**config.mk**
```make
export PLATFORM = sky130hd
export DESIGN_NAME = mem_access_unit
export DESIGN_NICKNAME = d
export VERILOG_FILES = /design/src/rtl/mem_access_unit.sv
export SDC_FILE = /design/constraint.sdc
export NUM_CORES = 1
export LEC_CHECK = 0
export ABC_AREA = 1
export ABC_CLOCK_PERIOD_IN_PS = 1480
export BUFFER_PORTS_ARGS = -buffer_cell sky130_fd_sc_hd__buf_2
export CAP_MARGIN = 20
export CORE_MARGIN = 2
export CORE_UTILIZATION = 40
export DETAILED_ROUTE_END_ITERATION = 10
export PLACE_DENSITY_LB_ADDON = 0.12
export SETUP_SLACK_MARGIN = 0.3
export SYNTH_ARGS = -nofsm -noshare
export SYNTH_HDL_FRONTEND = slang
export SYNTH_SLANG_ARGS = --single-unit
export TNS_END_PERCENT = 10
```
**constraint.sdc**
```tcl
create_clock -name clk -period 1.48 [get_ports clk]
set_clock_uncertainty 0.1 [all_clocks]
set_input_delay 0.074 -clock clk [delete_from_list [all_inputs] [get_ports clk]]
set_output_delay 0.074 -clock clk [all_outputs]
set_load 0.05 [all_outputs]
```
**src/rtl/mem_access_unit.sv**
```systemverilog
// Memory-stage load/store unit: one access at a time, stalls the core,
// steers byte lanes on the data bus and extends load data for write-back.
module mem_access_unit #(
   parameter int unsigned TIMEOUT_CYCLES = 16
) (
   input  logic        clk,
   input  logic        rst_n,
   input  logic        req_valid,
   input  logic [4:0]  ALUop_i,
   input  logic [31:0] MemAddr_i,
   input  logic [31:0] StoreData_i,
   input  logic [4:0]  WriteDataNum_i,
   output logic        busy_o,
   output logic        bus_req_o,
   output logic        bus_we_o,
   output logic [31:0] bus_addr_o,
   output logic [3:0]  bus_be_o,
   output logic [31:0] bus_wdata_o,
   input  logic        bus_ack_i,
   input  logic [31:0] bus_rdata_i,
   output logic        wb_valid_o,
   output logic        WriteReg_o,
   output logic [4:0]  WriteDataNum_o,
   output logic [31:0] WriteData_o,
   output logic        err_o,
   output logic [1:0]  err_code_o
);

   typedef enum logic [1:0] {S_IDLE, S_BUS, S_RESP} state_e;

   localparam logic [7:0] TO_LAST = 8'(TIMEOUT_CYCLES - 1);

   state_e      state_q, state_d;
   logic [3:0]  op_q, op_d;
   logic [31:0] addr_q, addr_d;
   logic [31:0] data_q, data_d;
   logic [4:0]  rd_q, rd_d;
   logic [7:0]  cnt_q, cnt_d;
   logic [1:0]  code_q, code_d;
   logic [31:0] wdata_q, wdata_d;
   logic [4:0]  wnum_q, wnum_d;

   logic        legal;
   logic        misaligned;
   logic        accept;
   logic [31:0] shifted;
   logic [31:0] ext;

   always_comb begin
      legal = 1'b0;
      unique case (ALUop_i)
         5'b10000, 5'b10001, 5'b10010,
         5'b10100, 5'b10101,
         5'b11000, 5'b11001, 5'b11010: legal = 1'b1;
         default:                      legal = 1'b0;
      endcase
   end

   assign misaligned = ((ALUop_i[1:0] == 2'b01) && MemAddr_i[0]) ||
                       ((ALUop_i[1:0] == 2'b10) && (MemAddr_i[1:0] != 2'b00));
   assign accept     = (state_q == S_IDLE) && req_valid && legal;
   assign busy_o     = rst_n && ((state_q != S_IDLE) || accept);

   // op_q[3]=store, op_q[2]=unsigned, op_q[1:0]=size
   assign shifted = bus_rdata_i >> {addr_q[1:0], 3'b000};

   always_comb begin
      ext = shifted;
      unique case (op_q[1:0])
         2'b00:   ext = {{24{~op_q[2] & shifted[7]}}, shifted[7:0]};
         2'b01:   ext = {{16{~op_q[2] & shifted[15]}}, shifted[15:0]};
         default: ext = shifted;
      endcase
   end

   always_comb begin
      state_d = state_q;
      op_d    = op_q;
      addr_d  = addr_q;
      data_d  = data_q;
      rd_d    = rd_q;
      cnt_d   = cnt_q;
      code_d  = code_q;
      wdata_d = wdata_q;
      wnum_d  = wnum_q;
      unique case (state_q)
         S_IDLE: begin
            if (accept) begin
               op_d   = ALUop_i[3:0];
               addr_d = MemAddr_i;
               data_d = StoreData_i;
               rd_d   = WriteDataNum_i;
               cnt_d  = 8'd0;
               if (misaligned) begin
                  code_d  = 2'b01;
                  state_d = S_RESP;
               end else begin
                  code_d  = 2'b00;
                  state_d = S_BUS;
               end
            end
         end
         S_BUS: begin
            if (bus_ack_i) begin
               state_d = S_RESP;
               if (!op_q[3]) begin
                  wdata_d = ext;
                  wnum_d  = rd_q;
               end
            end else if (cnt_q == TO_LAST) begin
               code_d  = 2'b10;
               state_d = S_RESP;
            end else begin
               cnt_d = cnt_q + 8'd1;
            end
         end
         default: state_d = S_IDLE;
      endcase
   end

   always_ff @(posedge clk or negedge rst_n) begin
      if (!rst_n) begin
         state_q <= S_IDLE;
         op_q    <= '0;
         addr_q  <= '0;
         data_q  <= '0;
         rd_q    <= '0;
         cnt_q   <= '0;
         code_q  <= '0;
         wdata_q <= '0;
         wnum_q  <= '0;
      end else begin
         state_q <= state_d;
         op_q    <= op_d;
         addr_q  <= addr_d;
         data_q  <= data_d;
         rd_q    <= rd_d;
         cnt_q   <= cnt_d;
         code_q  <= code_d;
         wdata_q <= wdata_d;
         wnum_q  <= wnum_d;
      end
   end

   always_comb begin
      bus_req_o   = 1'b0;
      bus_we_o    = 1'b0;
      bus_addr_o  = '0;
      bus_be_o    = '0;
      bus_wdata_o = '0;
      if (state_q == S_BUS) begin
         bus_req_o  = 1'b1;
         bus_we_o   = op_q[3];
         bus_addr_o = {addr_q[31:2], 2'b00};
         unique case (op_q[1:0])
            2'b00: begin
               bus_be_o    = 4'b0001 << addr_q[1:0];
               bus_wdata_o = {4{data_q[7:0]}};
            end
            2'b01: begin
               bus_be_o    = 4'b0011 << addr_q[1:0];
               bus_wdata_o = {2{data_q[15:0]}};
            end
            default: begin
               bus_be_o    = 4'b1111;
               bus_wdata_o = data_q;
            end
         endcase
         if (!op_q[3]) bus_wdata_o = '0;
      end
   end

   assign wb_valid_o     = (state_q == S_RESP) && !op_q[3] && (code_q == 2'b00);
   assign WriteReg_o     = wb_valid_o;
   assign WriteDataNum_o = wnum_q;
   assign WriteData_o    = wdata_q;
   assign err_o          = (state_q == S_RESP) && (code_q != 2'b00);
   assign err_code_o     = (state_q == S_RESP) ? code_q : 2'b00;

endmodule

```
==> metrics.md <==
| Metric | Value |
|---|---|
| First-pass iteration count of the detailed router | 5 |
| Drt first-iter violations | between 400 and 500 |
| Critical path fanouts, max | 10 |
| Register area share after synthesis | 0.469 |
| CP max stage cell | dfrtp_2 |
| Setup ws final | -491 ps |
| Sequential share of power | 0.236 |
| Setup repair after global routing missed its margin | yes |
| Critical path arrival | between 1500 and 2000 ps |
| # fillers | ~1300 |
| Dpl hpwl | roughly 14 mm |
| Dpl ws | -160 ps |
| CP max stage delay | roughly 420 ps |
| Die Ht | ~130 um |
| CTS clock-pin slew for the worst setup and hold paths | about 50 ps |
| Synth Instances | roughly 880 |
| Tmin final | between 1500 and 2000 ps |
| Fin Hold WS | around 5.2 ps |
| Boundary pin count | between 200 and 250 |
| Sequential Area | just over 0.003 mm^2 |
| Pwr/cell area | approximately 2300 mW/mm^2 |
| Initial Util | 0.410 |
| Area Overhead vs Synth | 70.0% |
| Pint | roughly 13 mW |
| Kind of critical path | reg2out |
| First-pass GRT wire length | 36.3 mm |
| H-Tree Depth | 4 |
| CTS tree | yes |
| Cell Rows | 46 |
| Critical path depth | 7 |
| Failing checks | setup timing |
| Worst Reg2Reg Path Length in Cells | 10 |
| Data required, critical path | around 1300 ps |
| Yosys reg bits | about 120 |
| CP delay by family, top | flip-flops |
| Fin. Hold Viols | 0 |
| Vias in the first global route | between 7000 and 8000 |
| CP cell instances | inv_2, nand2_4, nor2_1, a21oi_1, o21ai_1, nor2_4, buf_4 |
| GRT overflow | 0 |
| Worst Hold Class | in2reg |
| Nets@finish | between 1000 and 1500 |
| RR Startpoint | state_q[1] |
| Multi-input logic area | approximately 0.0032 mm^2 |
| Die Area | between 0.015 and 0.02 mm^2 |
| WL final | between 20 and 25 mm |
| Maximum vdd ir drop | around 1.4 mV |
| Initial antenna violation count | 2 |
| FF-to-FF setup slack | -230 ps |
| DR WL/cell | roughly 16 um |
| Avg Synthesized Cell Area | 7.44 um^2 |
| DRT antenna net count | 0 |
| Clk pwr share | 0.170 |
| Combinational Power Share | 0.594 |
| Synth Cell Area | 0.00651 mm^2 |
| CTS Root Cell | clkbuf_16 |
| Synth top area cells | dfrtp_1, nand2_1, nor2_1 |
| Hold EP | WriteData_o[7] |
| Pins Over Slew Limit | 0 |
| Distinct cell type count after synthesis | 34 |
| Hold path start | bus_rdata_i[7] |
| CP Launch Type | register |
| Clock sinks | between 100 and 150 |
| Ys Warns | 0 |
| Via density | a little under 5 |
| Post-synth top area share | 0.469 |
| Final setup vio count | about 190 |
| Worst-Skew Late Latency | 410 ps |
| Placer Congestion | between 0.8 and 0.9 |
| PortBufs | 220 |
| Switch share | 0.478 |
| Synth area leader | dfrtp_1 |
| # DRC | 0 |
| Status | finished with violations |
| Setup crit end kind | output port |
| Max Clock Freq | roughly 500 MHz |
| Core Box Area | around 0.016 mm^2 |
| Cell leakage power | around 5.5 nW |
| Share of cells above drive strength 1 | 0.389 |
| Final period utilization | 1.33 |
| GRT Resource Usage Total | 0.263 |
| Hold Crit Depth | 5 |
| Die width | 132 um |
| Net Sw Power | between 10 and 15 mW |
| Max-Cap Viols | 0 |
| Post-Route Setup TNS | -38170 ps |
| Max clock buf depth | 2 |
| Util after Layout | 0.697 |
| Vias | roughly 7000 |
| Largest net degree at the start of global routing | 75 |
| R2R Path End | addr_q[18] |
| CTS buffer count | 17 |
| CP bufs+invs | 2 |
## final cells by class
type,instances,area share
inverters,92,0.0332
flip-flops and latches,122,0.276
well taps,216,0.0244
repair buffers,392,0.321
clock buffers,19,0.0409
multi-input cells,611,0.290
clock inverters,12,0.0134
diodes,1,0.000226
## sequential cells by signal (all words and copies together), names as in the netlist
signal,flops
WriteDataNum_o,5
op_q,4
code_q,2
WriteData_o,32
cnt_q,8
state_q,2
data_q,32
addr_q,32
rd_q,5
## metrics by stage
stage	power, mW	cells	area [um^2]
6_report	25.0	1465	11100
5_1_grt	26.4	1465	11100
3_3_place_gp	17.9	1339	8520
2_1_floorplan	14.3	877	6720
3_5_place_dp	18.0	1339	8520
4_1_cts	24.1	1461	10800
## power groups by stage
stage | Clock (mW) | Sequential [mW] | Combinational [mW]
after CTS | 4.29 | 5.77 | 14.0
after global placement | 0 | 5.70 | 12.2
after global routing | 4.47 | 6.08 | 15.8
after floorplan | 0 | 7.28 | 7.02
final | 4.25 | 5.90 | 14.9
after detailed placement | 0 | 5.71 | 12.3
## worst reg2reg max path, cell delays in order, from the launching register on
cell      delay (ps)
dfrtp_2          420
buf_4            150
inv_4             50
nand2_4           60
nor2_4           130
nand3_4          110
buf_6            170
clkinv_8          70
buf_12           170
nand2_1          100
o21ai_0          100
## synthesized netlist by cell type (all sizes together)
library cell,n
clkbuf,7
o21bai,3
or2,2
nand3,70
a21boi,2
a21oi,22
ha,1
nor3b,1
xnor2,1
xor2,1
nand2,271
o21ai,97
conb,1
nor4,1
nand3b,1
inv,92
dfrtp,122
nor3,4
nor2,130
buf,45
o22ai,2
## metal layers
metal	part of all wire	global-route usage
met3	0.060	0.0675
met1	0.40	0.315
met5	0	0
met4	0.024	0.104
met2	0.51	0.452
## timing repair
| item | CTS | global route |
|---|---|---|
| hold buffers | 88 | 0 |
| endpoints found under the hold margin | 203 | 0 |
| gates resized for setup | 256 | 85 |
| setup endpoints to repair | 233 | 230 |
| gates cloned | 1 | 0 |
| pin swaps | 6 | 3 |
| setup buffers | 2 | 3 |
## cell families (layout without fill, tap and decap cells)
kind of cell / after synthesis / after routing / synth area share
flops: 122 / 122 / 0.469
compound gates: 126 / 126 / 0.107
other cells: 1 / 3 / 0.000576
fa+ha+maj: 1 / 1 / 0.00192
simple gates: 480 / 480 / 0.311
buf+inv: 144 / 515 / 0.109
xor+xnor: 2 / 2 / 0.00269
## worst max path at each step
stage,from,end
final,op_q[1],bus_wdata_o[25]
after floorplan,state_q[1],bus_wdata_o[15]
after global routing,op_q[1],bus_wdata_o[25]
after detailed placement,addr_q[0],WriteData_o[16]
after CTS,state_q[1],bus_wdata_o[13]
after global placement,addr_q[0],WriteData_o[16]
## layout by cell type, fill, tap and decap left out, types with 2 or more instances in the layout
cell	netlist	layout
nor2_2	13	41
nand2_1	257	251
buf_8	0	6
dlygate4sd3_1	0	88
nand3_2	4	4
o21ai_1	36	50
nand3_4	0	3
o21ai_2	10	20
inv_4	0	2
nor2_1	114	58
clkbuf_16	0	17
buf_6	16	101
nor3_1	4	2
buf_12	0	18
dfrtp_1	122	118
buf_4	5	67
o21ai_0	51	27
nand2_4	1	2
conb_1	1	2
clkbuf_8	0	2
nand3_1	66	63
inv_1	82	81
a21oi_1	22	12
buf_2	23	110
inv_2	10	7
nor2_4	3	31
o21bai_1	3	3
nor3_4	0	2
o22ai_1	2	2
nand2_2	13	18
clkinv_2	0	4
bufinv_16	0	3
dfrtp_2	0	4
clkinvlp_4	0	4
a21oi_2	0	10
Power figures use the tool's default switching activity.
